$ cat src/rtl/nixie_pkg.sv
// Shared definitions for the 4-digit multiplexed display scan bus
// (used by both the scan transmitter and nixie_scan_rx).
package nixie_pkg;

  localparam int unsigned DIGITS  = 4;
  localparam int unsigned DIGIT_W = 4;

  localparam logic [DIGITS-1:0] SEL_NONE = 4'b0000;
  localparam logic [DIGITS-1:0] SEL_D0   = 4'b0001;
  localparam logic [DIGITS-1:0] SEL_D1   = 4'b0010;
  localparam logic [DIGITS-1:0] SEL_D2   = 4'b0100;
  localparam logic [DIGITS-1:0] SEL_D3   = 4'b1000;

  typedef enum logic [1:0] {
    HUNT    = 2'd0,
    COLLECT = 2'd1,
    DONE    = 2'd2
  } rx_state_t;

  // One-hot select code for slot index idx
  function automatic logic [DIGITS-1:0] sel_onehot(input logic [1:0] idx);
    logic [DIGITS-1:0] r;
    r      = SEL_NONE;
    r[idx] = 1'b1;
    return r;
  endfunction

endpackage

$ cat src/rtl/nixie_sat_counter.sv
// Saturating up-counter: increments on inc, holds at all-ones, cleared by reset.
module nixie_sat_counter #(
  parameter int unsigned W = 8
) (
  input  logic         clk,
  input  logic         rst,
  input  logic         inc,
  output logic [W-1:0] count
);

  // Count up until all-ones, then hold
  always_ff @(posedge clk or posedge rst) begin
    if (rst) begin
      count <= '0;
    end else if (inc && (count != {W{1'b1}})) begin
      count <= count + W'(1);
    end
  end

endmodule

$ cat src/rtl/nixie_scan_rx.sv
// Receiver for the 4-digit multiplexed display scan bus. Rebuilds the four
// digit slots from one-hot select beats and commits only complete, in-order
// frames. Sequence violations pulse seq_err and bump a saturating counter.
// Optional: define NIXIE_BCD_CHECK_EN to treat digit_in > 9 as a violation.
module nixie_scan_rx
  import nixie_pkg::*;
#(
  parameter int unsigned MAX_GAP = 2,
  parameter int unsigned ERR_W   = 8
) (
  input  logic                      clk,
  input  logic                      rst,
  input  logic [DIGITS-1:0]         seg_sel,
  input  logic [DIGIT_W-1:0]        digit_in,
  output logic [DIGITS*DIGIT_W-1:0] digits_out,
  output logic                      frame_done,
  output logic                      seq_err,
  output logic [ERR_W-1:0]          err_count,
  output logic                      locked
);

  localparam int unsigned GAP_W = (MAX_GAP < 1) ? 1 : $clog2(MAX_GAP + 1);

  rx_state_t                  state;
  logic [1:0]                 exp_idx;
  logic [GAP_W-1:0]           gap_cnt;
  logic [2:0][DIGIT_W-1:0]    shadow;

  logic [DIGITS-1:0]          sel_exp_c;
  logic [DIGITS-1:0]          sel_prev_c;
  logic                       digit_ok_c;
  logic                       start_c;
  logic                       viol_c;
  logic [2:0][DIGIT_W-1:0]    shadow_wr_c;
  logic [DIGITS*DIGIT_W-1:0]  commit_c;

`ifdef NIXIE_BCD_CHECK_EN
  assign digit_ok_c = (digit_in <= DIGIT_W'(9));
`else
  assign digit_ok_c = 1'b1;
`endif

  assign sel_exp_c  = sel_onehot(exp_idx);
  assign sel_prev_c = sel_onehot(exp_idx - 2'd1);
  assign start_c    = (seg_sel == SEL_D0) && digit_ok_c;
  assign commit_c   = {digit_in, shadow[2], shadow[1], shadow[0]};

  // Shadow slots with this cycle's digit written into the selected slot
  always_comb begin
    shadow_wr_c = shadow;
    for (int k = 0; k < 3; k++) begin
      if (seg_sel[k]) shadow_wr_c[k] = digit_in;
    end
  end

  // Violation detection; only COLLECT can raise errors
  always_comb begin
    viol_c = 1'b0;
    if (state == COLLECT) begin
      if (seg_sel == SEL_NONE) begin
        viol_c = (gap_cnt >= GAP_W'(MAX_GAP));
      end else if ((seg_sel == sel_exp_c) || (seg_sel == sel_prev_c)) begin
        viol_c = !digit_ok_c;
      end else begin
        viol_c = 1'b1;
      end
    end
  end

  // Frame assembly FSM with registered outputs
  always_ff @(posedge clk or posedge rst) begin
    if (rst) begin
      state      <= HUNT;
      exp_idx    <= 2'd1;
      gap_cnt    <= '0;
      shadow     <= '0;
      digits_out <= '0;
      frame_done <= 1'b0;
      seq_err    <= 1'b0;
      locked     <= 1'b0;
    end else begin
      frame_done <= 1'b0;
      seq_err    <= 1'b0;
      case (state)
        COLLECT: begin
          if (viol_c) begin
            // Drop the partial frame; a 0001 beat immediately starts a new one
            seq_err <= 1'b1;
            locked  <= 1'b0;
            gap_cnt <= '0;
            exp_idx <= 2'd1;
            shadow  <= '0;
            if (start_c) begin
              shadow[0] <= digit_in;
              state     <= COLLECT;
            end else begin
              state <= HUNT;
            end
          end else if (seg_sel == SEL_NONE) begin
            gap_cnt <= gap_cnt + GAP_W'(1);
          end else if (seg_sel == sel_exp_c) begin
            gap_cnt <= '0;
            if (seg_sel == SEL_D3) begin
              digits_out <= commit_c;
              frame_done <= 1'b1;
              locked     <= 1'b1;
              state      <= DONE;
            end else begin
              shadow  <= shadow_wr_c;
              exp_idx <= exp_idx + 2'd1;
            end
          end else begin
            // Repeat of the previous slot from a hold-style scanner
            gap_cnt <= '0;
            shadow  <= shadow_wr_c;
          end
        end
        default: begin
          // HUNT and DONE both wait for slot 0 so back-to-back frames lose no beat
          if (start_c) begin
            shadow  <= shadow_wr_c;
            exp_idx <= 2'd1;
            gap_cnt <= '0;
            state   <= COLLECT;
          end else begin
            state <= HUNT;
          end
        end
      endcase
    end
  end

  nixie_sat_counter #(
    .W(ERR_W)
  ) u_err_cnt (
    .clk  (clk),
    .rst  (rst),
    .inc  (viol_c),
    .count(err_count)
  );

endmodule

$ cat config.mk
export PLATFORM = sky130hd
export DESIGN_NAME = nixie_scan_rx
export DESIGN_NICKNAME = d
export VERILOG_FILES = /design/src/rtl/nixie_pkg.sv /design/src/rtl/nixie_sat_counter.sv /design/src/rtl/nixie_scan_rx.sv
export SDC_FILE = /design/constraint.sdc
export NUM_CORES = 1
export LEC_CHECK = 0
export CAP_MARGIN = 20
export CORE_MARGIN = 2
export CORE_UTILIZATION = 45
export CTS_CLUSTER_DIAMETER = 150
export CTS_CLUSTER_SIZE = 14
export DETAILED_ROUTE_END_ITERATION = 12
export GPL_TIMING_DRIVEN = 0
export PLACE_DENSITY = 0.76
export SYNTH_ARGS = -nofsm -noshare
export SYNTH_HDL_FRONTEND = slang
export SYNTH_HIERARCHICAL = 1
export SYNTH_SLANG_ARGS = --single-unit
$ cat constraint.sdc
create_clock -name clk -period 4.3 [get_ports clk]
set_input_delay 0.86 -clock clk [delete_from_list [all_inputs] [get_ports clk]]
set_output_delay 0.86 -clock clk [all_outputs]
set_load 0.01 [all_outputs]
==> metrics.txt <==
status=complete, no violations; Syn-to-layout area delta=24.12%; global-route wire length before repair=7.038 mm; Sw Ratio=28.63%; chip height=74.00 um; Peak Freq=298.0 MHz; CTS hold repair buffers=0; area of the core=0.004723 mm2; Critical Path AT=3.55 ns; post-synth cell types=48; post-CTS sizing=0; DRC viols=0; ys flop type=dfrtp_1; Peak VDD IR=0.2646 mV; Starting Density=46.68%; vias in the first global route=1550; Routed Antenna Nets=0; initial antenna violation count=0; Worst Path Required=4.49 ns; CP max FO=9; cell-internal power=683.0 uW; CTS tree=built; number of diodes=0; layout cells sized above 1=13.64%; Synth Instances=200; Setup violations, final=0; Critical Path Sink Type=flop; WS Path Type=in -> reg; Leak Pwr=1.309 nW; synth top area cells=dfrtp_1 (50%), nand2_1 (9.4%), ha_1 (4.0%); Post-synth top cells=nand2_1 (55), dfrtp_1 (44), inv_1 (8), xor2_1 (8); die area=0.005475 mm2; Mapped Area=0.002205 mm2; R2R depth=9; min-delay worst type=reg -> reg; Synth async-reset ratio=100.0%; Root Driver=clkbuf_8; maxcap violations=0; WL/cell=13.23 um; GPL Wtd Cong=0.7440; Horiz. Die Dim=74.00 um; Sequential Power Share=54.7%; Fin Hold WS=0.4782 ns; RSZ-0062 raised after global routing=no; CTS sink cnt=45; via/cell ratio=5.126; top-count cell post-synth=nand2_1; Max Slew Vio Count=0; DP HPWL=3.051 mm; number of synthesized flops with an enable pin=0; fin crit period=3.356 ns; io pins=37; Iteration-0 DRC Markers=85; CTS clk-pin slew, worst paths=0.09 ns; largest net degree at the start of global routing=23; CP Launch Type=primary input; Syn. warnings=6; P per Cell Area=349.8 mW/mm2; Syn Nets=217; Post-CTS Setup Inserts=0; routed wire length=4.089 mm; worst-skew pair later-pin latency=0.31 ns; drt first pass iters=4; flops & latches, synth=45; Final #Nets=258; row count=25; total number of vias=1584; post-synth top area share=49.94%; cell taking the most area after synthesis=dfrtp_1; sequential fraction of the synthesis area=51.14%; Rel. slew slack=53.44%; synthesized area per cell=11.02 um2; setup TNS=0 ns; GRT Resource Usage Total=16.76%; worst hold path depth=2; H-tree depth=2; grt total ovfl=0; Max Root-Sink Buffers=2; worst slew pin tran=0.6976 ns; clock share of power=27.6%; fin crit share=78.04%; Logic pwr share=17.7%; count of input and output buffers=33; clk_skew=0.007912 ns; Final Hold Fails=0; CTS Buf Count=5; switching power of the nets=274.1 uW
## sequential cells by signal, summed over array words and instances (netlist names)
signal,count
commit_c,12
digits_out,16
exp_idx,2
frame_done,1
gap_cnt,2
locked,1
seq_err,1
state,2
u_err_cnt/count,8
## worst max-delay path, cell delays in order
cell and delay [ns]:
clkdlybuf4s50_1 0.55, nor4_4 0.55, o21ai_1 0.22, nor2_2 0.36, or2_2 0.31, nand3_1 0.15
nor3_1 0.19, mux2_1 0.34
## path summary, 6_finish.rpt
kind	from	endpoint	slack, ns
worst max-delay path	seg_sel[3]	u_err_cnt/count[7]$_DFFE_PP0P_	0.94
worst min-delay path	commit_c[5]$_DFFE_PP0P_	digits_out[5]$_DFFE_PP0P_	0.48
worst max register to register	exp_idx[0]$_DFFE_PP1P_	u_err_cnt/count[7]$_DFFE_PP0P_	1.47
worst min register to register	commit_c[5]$_DFFE_PP0P_	digits_out[5]$_DFFE_PP0P_	0.48
max in group asynchronous	rst	digits_out[2]$_DFFE_PP0P_	2.77
min in group asynchronous	rst	u_err_cnt/count[6]$_DFFE_PP0P_	0.83
## area by class of cell
class	count	area, um2
Fill cell	418	1987
Sequential cell	45	1127
Multi-Input combinational cell	140	982.2
Timing Repair Buffer	34	357.8
Tap cell	67	83.83
Clock buffer	5	68.82
Buffer	6	56.30
Inverter	9	38.79
Clock inverter	3	21.27
## cell usage in the layout (no fill, tap or decap), drive strengths merged, types with 5 or more instances in the layout
master and n:
clkbuf 6, clkdlybuf4s50 33, o21ai 6, a22o 5, nand2 55, xor2 8, buf 6, ha 7
inv 10, a32o 8, dfrtp 44
## kinds of logic after synthesis
| group | count (synthesis) | share of synthesized area [%] |
|---|---|---|
| flops | 45 | 51.14 |
| mux | 5 | 2.497 |
| xor+xnor | 9 | 3.576 |
| compound gates | 35 | 14.30 |
| fa+ha+maj | 7 | 3.973 |
| simple gates | 84 | 20.21 |
| buf+inv | 15 | 4.313 |
## through the flow
stage / power, mW / setup slack [ns] / cells / cell area (um2) / utilization [%]
6_report: 0.9571 / 0.9443 / 309 / 2736 / 57.93
5_1_grt: 1.009 / 0.8268 / 309 / 2736 / 57.93
4_1_cts: 0.9669 / 0.9382 / 309 / 2736 / 57.93
3_5_place_dp: 0.7022 / 0.6653 / 301 / 2646 / 56.03
3_3_place_gp: 0.6950 / 0.7073 / 300 / 2619 / 55.44
2_1_floorplan: 0.6254 / 1.446 / 200 / 2205 / -
## power groups by stage
| stage | clock network, mW | registers [mW] | logic [mW] |
|---|---|---|---|
| floorplan | 0 | 0.530 | 0.0951 |
| global placement | 0 | 0.531 | 0.164 |
| detailed placement | 0 | 0.532 | 0.170 |
| CTS | 0.272 | 0.524 | 0.171 |
| global route | 0.288 | 0.533 | 0.187 |
| finish | 0.265 | 0.523 | 0.169 |
## layer usage
layer	up-vias	wire [um]	global-route usage (%)	part of all wire, %
met2	29	1992	27.48	49
li1	796	-	-	-
met5	-	0	0	0
met3	8	154	3.252	3.8
met1	751	1859	21.72	45
met4	0	83	7.273	2.0
(Power assumes the default switching activity.)
